## src/rtl/lcd_nibble_writer.sv

```systemverilog
`default_nettype none
// ============================================================================
//  Module   : lcd_nibble_writer
//  Purpose  : Writes bytes to a character LCD over its 4-bit bus, high nibble
//             first, with timed E strobes and a fixed post-write busy wait
//             (busy flag is never read; RW is tied low).
//  Option   : LCD_NIBBLE_INIT_EN - built-in power-on init sequence after reset.
//  Revision : 1.0 - initial release
// ============================================================================
module lcd_nibble_writer #(
`ifdef LCD_NIBBLE_INIT_EN
    parameter int POWERON_CYC    = 1500000,   // power-up settle time
    parameter int INIT_FIRST_CYC = 410000,    // wait after first 0x3 nibble
`endif
    parameter int SETUP_CYC      = 4,
    parameter int E_HIGH_CYC     = 24,
    parameter int HOLD_CYC       = 2,
    parameter int GAP_CYC        = 100,
    parameter int CHAR_WAIT_CYC  = 4000,
    parameter int CLEAR_WAIT_CYC = 164000
) (
    input  logic       clk,
    input  logic       reset,      // asynchronous, active low
    input  logic [7:0] din,
    input  logic       rs_in,
    input  logic       valid,
    output logic       ready,
    output logic [3:0] LCD_DATA,
    output logic       RS,
    output logic       RW,
    output logic       E
);

    function automatic int f_max(input int a, input int b);
        return (a > b) ? a : b;
    endfunction

    localparam int c_MAX_BASE = f_max(f_max(f_max(SETUP_CYC, E_HIGH_CYC),
                                            f_max(HOLD_CYC, GAP_CYC)),
                                      f_max(CHAR_WAIT_CYC, CLEAR_WAIT_CYC));
`ifdef LCD_NIBBLE_INIT_EN
    localparam int c_MAX_CYC  = f_max(c_MAX_BASE, f_max(POWERON_CYC, INIT_FIRST_CYC));
`else
    localparam int c_MAX_CYC  = c_MAX_BASE;
`endif
    localparam int c_CNT_W    = $clog2(c_MAX_CYC) + 1;

    localparam logic [c_CNT_W-1:0] c_CNT_ONE = c_CNT_W'(1);

    // State encoding
    localparam logic [3:0] c_S_IDLE     = 4'd0;
    localparam logic [3:0] c_S_SETUP_HI = 4'd1;
    localparam logic [3:0] c_S_EHI_HI   = 4'd2;
    localparam logic [3:0] c_S_HOLD_HI  = 4'd3;
    localparam logic [3:0] c_S_GAP      = 4'd4;
    localparam logic [3:0] c_S_SETUP_LO = 4'd5;
    localparam logic [3:0] c_S_EHI_LO   = 4'd6;
    localparam logic [3:0] c_S_HOLD_LO  = 4'd7;
    localparam logic [3:0] c_S_WAIT     = 4'd8;
    localparam logic [3:0] c_S_PWR      = 4'd9;

    // A state lasting N cycles is entered with the counter at N-1 and left
    // on the cycle the counter reads zero, so it never wraps.
    function automatic logic [c_CNT_W-1:0] f_load(input int cyc);
        return c_CNT_W'(cyc - 1);
    endfunction

    logic [3:0]         r_state;
    logic [c_CNT_W-1:0] r_cnt;
    logic [7:0]         r_byte;
    logic               r_rs;
    logic [3:0]         r_data;
    logic               r_e;
    logic               r_ready;

    logic [3:0]         w_state_nxt;
    logic [c_CNT_W-1:0] w_cnt_nxt;
    logic [7:0]         w_byte_nxt;
    logic               w_rs_nxt;
    logic [3:0]         w_data_nxt;
    logic               w_e_nxt;
    logic               w_ready_nxt;
    logic               w_cnt_done;
    logic               w_accept;
    logic               w_clear_cmd;
    logic [c_CNT_W-1:0] w_wait_load;

`ifdef LCD_NIBBLE_INIT_EN
    logic               r_init_active;
    logic [2:0]         r_init_step;
    logic               r_single;
    logic               w_init_active_nxt;
    logic [2:0]         w_init_step_nxt;
    logic               w_single_nxt;
    logic               w_launch;
`endif

    assign w_cnt_done  = (r_cnt == '0);
    assign w_accept    = valid & r_ready;
    // Clear (0x01) and return-home (0x02/0x03) are the slow commands
    assign w_clear_cmd = !r_rs && ((r_byte == 8'h01) || (r_byte == 8'h02) || (r_byte == 8'h03));

    // Choose the post-write busy time for the byte or nibble just written
    always_comb begin
        w_wait_load = w_clear_cmd ? f_load(CLEAR_WAIT_CYC) : f_load(CHAR_WAIT_CYC);
`ifdef LCD_NIBBLE_INIT_EN
        if (r_single) begin
            w_wait_load = (r_init_step == 3'd0) ? f_load(INIT_FIRST_CYC) : f_load(CHAR_WAIT_CYC);
        end
`endif
    end

    // Next-state, counter reload and registered-output next values
    always_comb begin
        w_state_nxt = r_state;
        w_cnt_nxt   = w_cnt_done ? r_cnt : (r_cnt - c_CNT_ONE);
        w_byte_nxt  = r_byte;
        w_rs_nxt    = r_rs;
        w_data_nxt  = r_data;
`ifdef LCD_NIBBLE_INIT_EN
        w_init_active_nxt = r_init_active;
        w_init_step_nxt   = r_init_step;
        w_single_nxt      = r_single;
        w_launch          = 1'b0;
`endif
        case (r_state)
            c_S_IDLE: begin
`ifdef LCD_NIBBLE_INIT_EN
                if (r_init_active) begin
                    w_state_nxt = c_S_PWR;
                    w_cnt_nxt   = f_load(POWERON_CYC);
                end else
`endif
                if (w_accept) begin
                    w_byte_nxt  = din;
                    w_rs_nxt    = rs_in;
                    w_data_nxt  = din[7:4];
                    w_state_nxt = c_S_SETUP_HI;
                    w_cnt_nxt   = f_load(SETUP_CYC);
                end
            end
            c_S_SETUP_HI: if (w_cnt_done) begin
                w_state_nxt = c_S_EHI_HI;
                w_cnt_nxt   = f_load(E_HIGH_CYC);
            end
            c_S_EHI_HI: if (w_cnt_done) begin
                w_state_nxt = c_S_HOLD_HI;
                w_cnt_nxt   = f_load(HOLD_CYC);
            end
            c_S_HOLD_HI: if (w_cnt_done) begin
                w_state_nxt = c_S_GAP;
                w_cnt_nxt   = f_load(GAP_CYC);
            end
            c_S_GAP: if (w_cnt_done) begin
                // Low nibble only appears once the gap is over
                w_state_nxt = c_S_SETUP_LO;
                w_cnt_nxt   = f_load(SETUP_CYC);
                w_data_nxt  = r_byte[3:0];
            end
            c_S_SETUP_LO: if (w_cnt_done) begin
                w_state_nxt = c_S_EHI_LO;
                w_cnt_nxt   = f_load(E_HIGH_CYC);
            end
            c_S_EHI_LO: if (w_cnt_done) begin
                w_state_nxt = c_S_HOLD_LO;
                w_cnt_nxt   = f_load(HOLD_CYC);
            end
            c_S_HOLD_LO: if (w_cnt_done) begin
                w_state_nxt = c_S_WAIT;
                w_cnt_nxt   = w_wait_load;
            end
            c_S_WAIT: if (w_cnt_done) begin
`ifdef LCD_NIBBLE_INIT_EN
                if (r_init_active && (r_init_step != 3'd7)) begin
                    w_launch = 1'b1;
                end else begin
                    w_state_nxt       = c_S_IDLE;
                    w_init_active_nxt = 1'b0;
                end
`else
                w_state_nxt = c_S_IDLE;
`endif
            end
`ifdef LCD_NIBBLE_INIT_EN
            c_S_PWR: if (w_cnt_done) begin
                w_launch = 1'b1;
            end
`endif
            default: begin
                w_state_nxt = c_S_IDLE;
                w_cnt_nxt   = '0;
            end
        endcase

`ifdef LCD_NIBBLE_INIT_EN
        // Start the next init write: steps 0-3 are single 0x3/0x3/0x3/0x2
        // nibbles, steps 4-7 are the full bytes 0x28, 0x06, 0x0C, 0x01.
        if (w_launch) begin
            w_init_step_nxt = (r_state == c_S_PWR) ? 3'd0 : (r_init_step + 3'd1);
            w_rs_nxt        = 1'b0;
            case (w_init_step_nxt)
                3'd0, 3'd1, 3'd2: w_byte_nxt = 8'h03;
                3'd3:             w_byte_nxt = 8'h02;
                3'd4:             w_byte_nxt = 8'h28;
                3'd5:             w_byte_nxt = 8'h06;
                3'd6:             w_byte_nxt = 8'h0C;
                default:          w_byte_nxt = 8'h01;
            endcase
            w_single_nxt = ~w_init_step_nxt[2];
            w_cnt_nxt    = f_load(SETUP_CYC);
            if (w_single_nxt) begin
                w_data_nxt  = w_byte_nxt[3:0];
                w_state_nxt = c_S_SETUP_LO;
            end else begin
                w_data_nxt  = w_byte_nxt[7:4];
                w_state_nxt = c_S_SETUP_HI;
            end
        end
`endif

        w_e_nxt     = (w_state_nxt == c_S_EHI_HI) || (w_state_nxt == c_S_EHI_LO);
        w_ready_nxt = (r_state == c_S_IDLE) && !w_accept;
`ifdef LCD_NIBBLE_INIT_EN
        w_ready_nxt = w_ready_nxt && !r_init_active;
`endif
    end

    // State, counter and output registers; reset drops E at once
    always_ff @(posedge clk or negedge reset) begin
        if (!reset) begin
            r_state <= c_S_IDLE;
            r_cnt   <= '0;
            r_byte  <= 8'h00;
            r_rs    <= 1'b0;
            r_data  <= 4'h0;
            r_e     <= 1'b0;
            r_ready <= 1'b0;
`ifdef LCD_NIBBLE_INIT_EN
            r_init_active <= 1'b1;
            r_init_step   <= 3'd0;
            r_single      <= 1'b0;
`endif
        end else begin
            r_state <= w_state_nxt;
            r_cnt   <= w_cnt_nxt;
            r_byte  <= w_byte_nxt;
            r_rs    <= w_rs_nxt;
            r_data  <= w_data_nxt;
            r_e     <= w_e_nxt;
            r_ready <= w_ready_nxt;
`ifdef LCD_NIBBLE_INIT_EN
            r_init_active <= w_init_active_nxt;
            r_init_step   <= w_init_step_nxt;
            r_single      <= w_single_nxt;
`endif
        end
    end

    assign ready    = r_ready;
    assign LCD_DATA = r_data;
    assign RS       = r_rs;
    assign RW       = 1'b0;
    assign E        = r_e;

endmodule
`default_nettype wire

```

## config.mk

```make
export PLATFORM = sky130hd
export DESIGN_NAME = lcd_nibble_writer
export DESIGN_NICKNAME = d
export VERILOG_FILES = /design/src/rtl/lcd_nibble_writer.sv
export SDC_FILE = /design/constraint.sdc
export NUM_CORES = 1
export LEC_CHECK = 0
export CAP_MARGIN = 25
export CORE_MARGIN = 3
export CORE_UTILIZATION = 42
export CTS_CLUSTER_SIZE = 28
export DETAILED_ROUTE_END_ITERATION = 8
export PLACE_DENSITY = 0.57
export SKIP_LAST_GASP = 1
export SLEW_MARGIN = 25
export SYNTH_ARGS = -nofsm -noshare
export SYNTH_HDL_FRONTEND = slang
export SYNTH_SLANG_ARGS = --single-unit
```

## constraint.sdc

```tcl
create_clock -name clk -period 4.2 [get_ports clk]
set_clock_uncertainty 0.1 [all_clocks]
set_input_delay 0.84 -clock clk [delete_from_list [all_inputs] [get_ports clk]]
set_output_delay 0.84 -clock clk [all_outputs]
set_load 0.005 [all_outputs]
```

Yosys cells after proc, flatten, opt, wreduce, memory -nomap -nowiden
Cells that the tools add are included.
{"block": "totals", "reg_bits": 38, "in_bits": 12, "out_inout_bits": 8, "wordCells": 60}
{"block": "classes", "n_addsub": 1, "eq_ne": 15, "mux": 22, "n_bitwise": 1, "reduce_logical": 14}
{"op": "$mux 19", "count": 7}
{"op": "$pmux 19 s7", "count": 1}
{"op": "$mux 4", "count": 11}
{"op": "$pmux 4 s9", "count": 1}
{"op": "$eq 4x3->1 const B", "count": 5}
{"op": "$logic_not 19->1", "count": 1}
{"op": "$sub 19x1->19 const B", "count": 1}
{"op": "$mux 18", "count": 1}
{"op": "$eq 8x2->1 const B", "count": 2}
{"op": "$eq 4x2->1 const B", "count": 3}
{"op": "$eq 8x1->1 const B", "count": 1}
{"op": "$pmux 4 s2", "count": 1}
{"op": "$eq 4x1->1 const B", "count": 1}
{"op": "$eq 4x4->1 const B", "count": 1}
{"op": "$logic_not 4->1", "count": 1}
{"op": "$ne 2x2->1 const B", "count": 2}
{"op": "$reduce_or 2->1", "count": 2}
{"op": "$logic_or 1x1->1", "count": 3}
{"op": "$reduce_and 3->1", "count": 1}
{"op": "$logic_and 1x1->1", "count": 2}
{"op": "$logic_not 1->1", "count": 2}
{"op": "$reduce_and 2->1", "count": 1}
{"op": "$reduce_bool 2->1", "count": 1}
{"op": "$and 1x1->1", "count": 1}

Depth between registers and ports, before layout
Gate-level depths: netlist (run 1).
{"block": "logic_depth", "depth_word": 7, "depth_mapped": 9}

Worst setup path before layout (run 1)
Ideal clock, no wire load.
{"block": "synth_timing", "path_kind": "register to register", "startpoint": "register r_cnt[5]", "endpoint": "register r_cnt[3]", "setup_ps": 133, "t_arrival_ps": 1843, "t_required_ps": 3967, "setup_slack_ps": 2124, "path_stages_with_launch": 7, "path_buffers": 1, "cell_sequence": "dfrtp_1 > or4_4 > nor4_4 > nand2_2 > buf_2 > a211oi_1 > a31oi_1"}
{"block": "synth_between", "elab_chain_len": 4}
{"element": "from (decl)", "line_no": "69", "source": "logic [c_CNT_W-1:0] r_cnt;"}
{"element": "from (signal assigned)", "line_no": "245", "source": "r_cnt <= w_cnt_nxt;"}
{"element": "$logic_not 19->1 *", "line_no": "98", "source": "assign w_cnt_done = (r_cnt == '0);"}
{"element": "$mux 19", "line_no": "116", "source": "w_cnt_nxt = w_cnt_done ? r_cnt : (r_cnt - c_CNT_ONE);"}
{"element": "$mux 19 (tied with other cells)", "line_no": "168", "source": "c_S_HOLD_LO: if (w_cnt_done) begin"}
{"element": "$pmux 19 s7 *", "line_no": "126", "source": "case (r_state)"}
{"element": "via w_cnt_nxt[3]", "line_no": "77", "source": "logic [c_CNT_W-1:0] w_cnt_nxt;"}
The timed path passes the listed nets; every way through them passes the cells marked *.
A chain may end at the register's enable or synchronous reset.

Final worst setup path (run 1)
{"block": "layout_timing", "startpoint": "register r_cnt[4]", "endpoint": "register r_cnt[9]"}
{"block": "layout_between", "elab_chain_len": 4}
{"element": "$sub 19x1->19 / $logic_not 19->1 (equally long branches)", "line_no": "116, 98"}
{"element": "$mux 19", "line_no": "116"}
{"element": "$mux 19 (tied with other cells)", "line_no": "168"}
{"element": "$pmux 19 s7 *", "line_no": "126"}
{"element": "via w_cnt_nxt[9]", "line_no": "77"}
Marked as above.

==> results.txt, run 1 <==
outcome -> completed
Crit-path slowest cell -> or4_4
Routed met2 length -> 2.177 mm
detailed-route via count -> 1748
root buf cell -> clkbuf_8
Max Fclk -> 383.8 MHz
CP Cell Sequence -> or4_4, nor2_1, nand3_1, or2_2, o21ai_0
fin crit share -> 62.04%
total power draw -> 0.6421 mW
initial antenna violation count -> 0
slowest cell delay on critical path -> 0.60 ns
port buffer count -> 18
core area -> 0.004848 mm2
Power Dens Cells -> 262.1 mW/mm2
CP bufs+invs -> 0
row cnt -> 25
clock power share -> 40.3%
Metal-1 WL -> 2.422 mm
GRT Residual Overflow -> 0
Final WS setup -> 1.594 ns
buffer count from post-CTS setup fixing -> 0
asr flop ratio synth -> 100.0%
CP endpoint kind -> flip-flop
vias in the first global route -> 1665
Routed Antenna Nets -> 0
met3 wire length -> 108 um
top post-synthesis cells by area -> dfrtp_1 (44%), nand2_1 (7.5%), nor2_1 (3.8%)
Die W -> 77.54 um
hold buffer count at cts -> 0
Area Overhead vs Synth -> 13.97%
Hold Vio Cnt, Final -> 0
layout cells sized above 1 -> 11.90%
NetSw -> 0.1355 mW
post-synthesis sequential area ratio -> 44.24%
clock latency on the worst-skew pair -> 0.29 ns
CP Class -> reg2reg
DP Area -> 0.002359 mm2
switching share of total power -> 21.10%
Static Leak -> 1.049 nW
Post-DP HPWL -> 3.422 mm
H-tree levels -> 2
DR pass1 iterations -> 4
CTS clk-pin slew, worst paths -> 0.08 ns
cell count after synthesis -> 238
Crit Path Max Fanout -> 11
CP delay by family, top -> simple AND/OR/NAND/NOR gates
Synth Cell Area -> 0.002150 mm2
Internal Pwr Total -> 0.5066 mW
Post-Place Cells -> 311
setup violators final -> 0
Slew headroom -> 44.63%
Logic pwr share -> 2.7%
Req. time, crit path -> 4.31 ns
Primary FF master, synth -> dfrtp_1
RSZ-0062 raised after global routing -> false
first-pass GRT wire length -> 8.466 mm
worst slew pin tran -> 0.8305 ns
critical path endpoint -> r_cnt[9]
DRT Wirelength -> 4.781 mm
post-route insts no fill -> 319
start point of the critical path -> r_cnt[4]
register share of total power -> 56.9%
Final Max Slew Viols -> 0
post_cts resized -> 0
Post-synth EDFFs -> 0
Crit path depth -> 5
Starting DRT DRC Count -> 109
crit path launch type -> flip-flop
Reg2Reg Setup Slack -> 1.59 ns
clock sinks -> 38
syn avg cell area -> 9.032 um2
Die Footprint -> 0.006012 mm2
Post-Syn Nets -> 253
RePlAce Congestion -> 0.8160
capturing point of the worst reg2reg path -> r_cnt[9]
post-layout util -> 50.53%
TritonCTS clock tree -> built
commonest cells after routing, fill and taps aside -> nand2_1 (43), dfrtp_1 (38), nor2_1 (22)
clock buffer depth -> 2
peak supply drop -> 0.1949 mV
largest net degree at the start of global routing -> 39
Setup TNS Final -> 0 ns
Total GRT Usage -> 17.73%
Post-Place Worst Slack -> 1.592 ns
# Max-Cap Violations -> 0
FF-to-FF Start -> r_cnt[4]
area leader, netlist -> dfrtp_1
I/O pin count -> 20
distinct cell type count after synthesis -> 50
#FFs+latches synth -> 38
Reg2Reg Depth -> 5
Vias/cell -> 5.480
fin area -> 0.002450 mm2
TritonCTS Buffers -> 5
Max Used Layer -> met4
Initial Util -> 44.34%
Residual DRC -> 0
most common cell after layout, fill and taps aside -> nand2_1
Die Y -> 77.54 um
post-DR wirelength/cell -> 14.99 um
Final Critical Period -> 2.606 ns
top cell type's share of synthesized area -> 44.24%
final hold slack -> 0.3862 ns
Final nets -> 266
WP data arrival -> 2.72 ns
# diodes -> 0
Fillers -> 477
HP Class -> reg2reg
Synth Warn # -> 0
-- area by class of cell --
cell class | instances | area, um2 | area share, %
multi-input cells | 183 | 1126 | 45.97
clock inverters | 1 | 5.005 | 0.2043
inverters | 4 | 15.01 | 0.6129
flip-flops and latches | 38 | 950.9 | 38.82
clock buffers | 7 | 86.33 | 3.524
well taps | 67 | 83.83 | 3.422
repair buffers | 19 | 182.7 | 7.457
-- logic make-up (layout without fill, tap and decap cells) --
logic type	Yosys count	in the layout	synth area share [%]
and+or+nand+nor	122	122	31.08
AOI/OAI and AO/OA	42	42	13.10
DFF	38	38	44.24
buffers and inverters	17	31	3.376
xor gates and xnor gates	13	13	5.297
adders and majority gates	3	3	1.746
muxes	2	2	0.9895
other	1	1	0.1745
-- state kept, by name, indices dropped and copies added (netlist names) --
signal	cells
E	1
ready	1
r_byte	8
RS	1
LCD_DATA	4
r_state	4
r_cnt	19
-- synthesized netlist by cell type (2+ instances only) --
master,count
a211oi_1,4
a21oi_1,9
a31oi_1,3
and2_1,3
and3_1,2
buf_2,4
clkbuf_1,8
dfrtp_1,38
ha_1,3
inv_1,4
nand2_1,43
nand2b_1,3
nand3_1,5
nand4_1,8
nor2_1,22
nor2b_1,3
nor3_1,6
nor3_2,4
nor4_1,4
nor4_4,2
o21ai_0,10
o21ai_1,2
o221a_2,4
o31ai_1,2
or3_1,3
or4_1,2
or4_4,3
xnor2_1,5
xor2_1,8
-- power by group through the flow --
stage,sequential (mW),combinational (mW),clock (mW)
2_1_floorplan,0.373,0.000970,0
3_3_place_gp,0.373,0.0184,0
3_5_place_dp,0.373,0.0184,0
4_1_cts,0.366,0.0184,0.266
5_1_grt,0.365,0.0199,0.286
6_report,0.366,0.0174,0.259
-- worst min-delay path by stage --
stage,start,end,slack [ns],depth (start not counted)
floorplan,r_byte[5],r_byte[5],0.35,2
global placement,r_byte[4],r_byte[4],0.36,2
detailed placement,r_byte[7],r_byte[7],0.37,2
CTS,r_byte[7],r_byte[7],0.39,2
global route,r_byte[6],r_byte[6],0.41,2
finish,r_byte[7],r_byte[7],0.39,2
-- layer usage --
metal / global-route usage [%] / up-vias
li1: - / 870
met1: 25.78 / 845
met2: 26.17 / 25
met3: 3.480 / 8
met4: 6.406 / 0
met5: 0 / -
-- worst register-to-register path: cells and delay by family (launching register included) --
kind	cells	cell delay, ns
simple gates	4	1.92
flops	1	0.43
compound gates	1	0.09
(Power assumes the default switching activity.)
==> run 2, diff against run 1 <==
==> constraint.sdc (replaced) <==
create_clock -name clk -period 2.42 [get_ports clk]
set_clock_uncertainty 0.1 [all_clocks]
set_input_delay 0.484 -clock clk [delete_from_list [all_inputs] [get_ports clk]]
set_output_delay 0.484 -clock clk [all_outputs]
set_load 0.005 [all_outputs]
==> run 2 against run 1 <==
  * Routed wire length increased by 2.1%
  * Clock-buffer cell count is 1 lower
  * Sequential share of layout area is 2.6 points lower
  * Non-clock buffer count rose by 15
  * Utilization is 3.7 points higher
  * Critical path depth unchanged
  * Design area increased by 7.3%
  * Sequential power up 73%
  * Via count rose by 2.8%
==> results.txt, run 2 (synthesis results as in run 1) <==
root buf cell -> clkbuf_8
GRT Residual Overflow -> 0 (unchanged)
HP Class -> in2async
CP Cell Sequence -> or4_4, nor4_4, nand2_2, o21ai_2, o221ai_1
Crit-path slowest cell -> or4_4
Hold Vio Cnt, Final -> 0 (unchanged)
Post-Place Cells -> 326 (+4.8%)
CP delay by family, top -> simple AND/OR/NAND/NOR gates
max reg flops -> 19 (unchanged)
TritonCTS Buffers -> 5 (unchanged)
final hold slack -> 0.04743 ns (-0.3387 ns)
RePlAce Congestion -> 0.8214 (+0.66%)
Die Y -> 77.54 um (unchanged)
first-pass GRT wire length -> 8.335 mm (-1.5%)
Power Dens Cells -> 510.7 mW/mm2 (+95%)
global route hottest layer -> met2
setup violators final -> 0 (unchanged)
crit path launch type -> flip-flop
clock buffer depth -> 2 (unchanged)
commonest cells after routing, fill and taps aside -> nand2_1 (43), dfrtp_1 (38), nor2_1 (22)
hold buffer count at cts -> 0 (unchanged)
top flop regs -> r_cnt x19, r_byte x8
post-DR wirelength/cell -> 14.62 um (-2.5%)
clock sinks -> 38 (unchanged)
DR pass1 iterations -> 4 (unchanged)
total power draw -> 1.342 mW (+110%)
TritonCTS clock tree -> built
Initial Util -> 44.34% (unchanged)
Total GRT Usage -> 17.35% (-0.38 points)
Slew headroom -> 63.06% (+18 points)
worst slew pin tran -> 0.5542 ns (-0.2763 ns)
layout cells sized above 1 -> 17.23% (+5.3 points)
GR Util met3 -> 4.060% (+0.58 points)
outcome -> completed
WP data arrival -> 2.31 ns (-0.41 ns)
post-layout util -> 54.19% (+3.7 points)
H-tree levels -> 2 (unchanged)
Final nets -> 281 (+5.6%)
Final Critical Period -> 2.251 ns (-0.3551 ns)
clock latency on the worst-skew pair -> 0.29 ns (about the same)
detailed-route via count -> 1797 (+2.8%)
# diodes -> 0 (unchanged)
Starting DRT DRC Count -> 78 (-28%)
CTS clk-pin slew, worst paths -> 0.08 ns (about the same)
GR Layer Usage met2 -> 27.46% (+1.3 points)
row cnt -> 25 (unchanged)
most common cell after layout, fill and taps aside -> nand2_1
DRT Wirelength -> 4.883 mm (+2.1%)
Die W -> 77.54 um (unchanged)
# Max-Cap Violations -> 0 (unchanged)
vias in the first global route -> 1751 (+5.2%)
Vias/cell -> 5.380 (-1.8%)
core area -> 0.004848 mm2 (unchanged)
RSZ-0062 raised after global routing -> false
Post-DP HPWL -> 3.583 mm (+4.7%)
post-route insts no fill -> 334 (+4.7%)
Reg with most FFs -> r_cnt
slowest cell delay on critical path -> 0.60 ns (about the same)
CP endpoint kind -> flip-flop
Die Footprint -> 0.006012 mm2 (unchanged)
grt met1 use -> 24.02% (-1.8 points)
I/O pin count -> 20 (unchanged)
Reg2Reg Setup Slack -> 0.17 ns (-1.42 ns)
Final Max Slew Viols -> 0 (unchanged)
port buffer count -> 18 (unchanged)
peak supply drop -> 0.2379 mV (+22%)
Routed Antenna Nets -> 0 (unchanged)
Residual DRC -> 0 (unchanged)
fin crit share -> 93.00% (+31 points)
Area Overhead vs Synth -> 22.24%
Static Leak -> 1.152 nW (+9.8%)
largest net degree at the start of global routing -> 39 (unchanged)
Setup TNS Final -> 0 ns (unchanged)
Max Fclk -> 444.3 MHz (+16%)
initial antenna violation count -> 0 (unchanged)
Req. time, crit path -> 2.48 ns (-1.83 ns)
CP Class -> reg2reg
Crit Path Max Fanout -> 12 (+1)
CP bufs+invs -> 0 (unchanged)
-- run 2: cell count changes in the layout (fill, tap and decap cells not counted) --
| cell | change |
|---|---|
| a2111oi_1 | +1 |
| clkinv_2 | -1 |
| a2111oi_0 | -1 |
| buf_4 | +14 |
| clkbuf_1 | -1 |
| buf_12 | +1 |
| bufinv_16 | +2 |
-- run 2: worst register-to-register path, delay by kind of cell, from the launching register on --
family	cells	cell delay (ns)
DFF	1	0.41
and+or+nand+nor	3	1.03
AOI/OAI and AO/OA	2	0.58
-- run 2: final cells by class --
| type | instances | area, um2 |
|---|---|---|
| clock inverters | 2 | 60.06 |
| flip-flops and latches | 38 | 950.9 |
| clock buffers | 6 | 82.58 |
| fillers | 460 | 2221 |
| multi-input cells | 183 | 1127 |
| well taps | 67 | 83.83 |
| inverters | 4 | 15.01 |
| repair buffers | 34 | 307.8 |
-- run 2: path summary, 6_finish.rpt --
kind                                 from     endpoint  cells past startpoint
worst max-delay path             r_cnt[5]    r_cnt[10]                      5
worst min-delay path                reset  LCD_DATA[3]                      2
worst max register to register   r_cnt[5]    r_cnt[10]                      5
worst min register to register  r_byte[6]    r_byte[6]                      2
max in group asynchronous           reset     r_cnt[4]                      2
min in group clk                r_byte[6]    r_byte[6]                      2
-- run 2: power by group --
part | switching [mW] | internal (mW) | total [mW] | leakage, nW
Combinational | 0.0165 | 0.0182 | 0.0347 | 0.611
Sequential | 0 | 0.634 | 0.634 | 0.470
Clock | 0.233 | 0.440 | 0.673 | 0.0714
Total | 0.249 | 1.09 | 1.34 | 1.15
-- run 2: metal layers --
| metal | share of wire, % | vias up |
|---|---|---|
| li1 | - | 898 |
| met3 | 3.2 | 2 |
| met1 | 50 | 869 |
| met5 | 0 | - |
| met2 | 46 | 28 |
| met4 | 0.57 | 0 |
-- run 2: timing repair --
item,4_1_cts,5_1_grt
buffers inserted,0,0
gates resized for setup,0,1
endpoints found under the setup margin,0,1
-- run 2: metrics by stage --
stage | worst slack [ns] | instance area, um2
finish | 0.1693 | 2628
global route | 0.03300 | 2628
CTS | 0.1435 | 2626
detailed placement | 0.1644 | 2484
global placement | 0.1673 | 2484
floorplan | 0.3436 | 2150
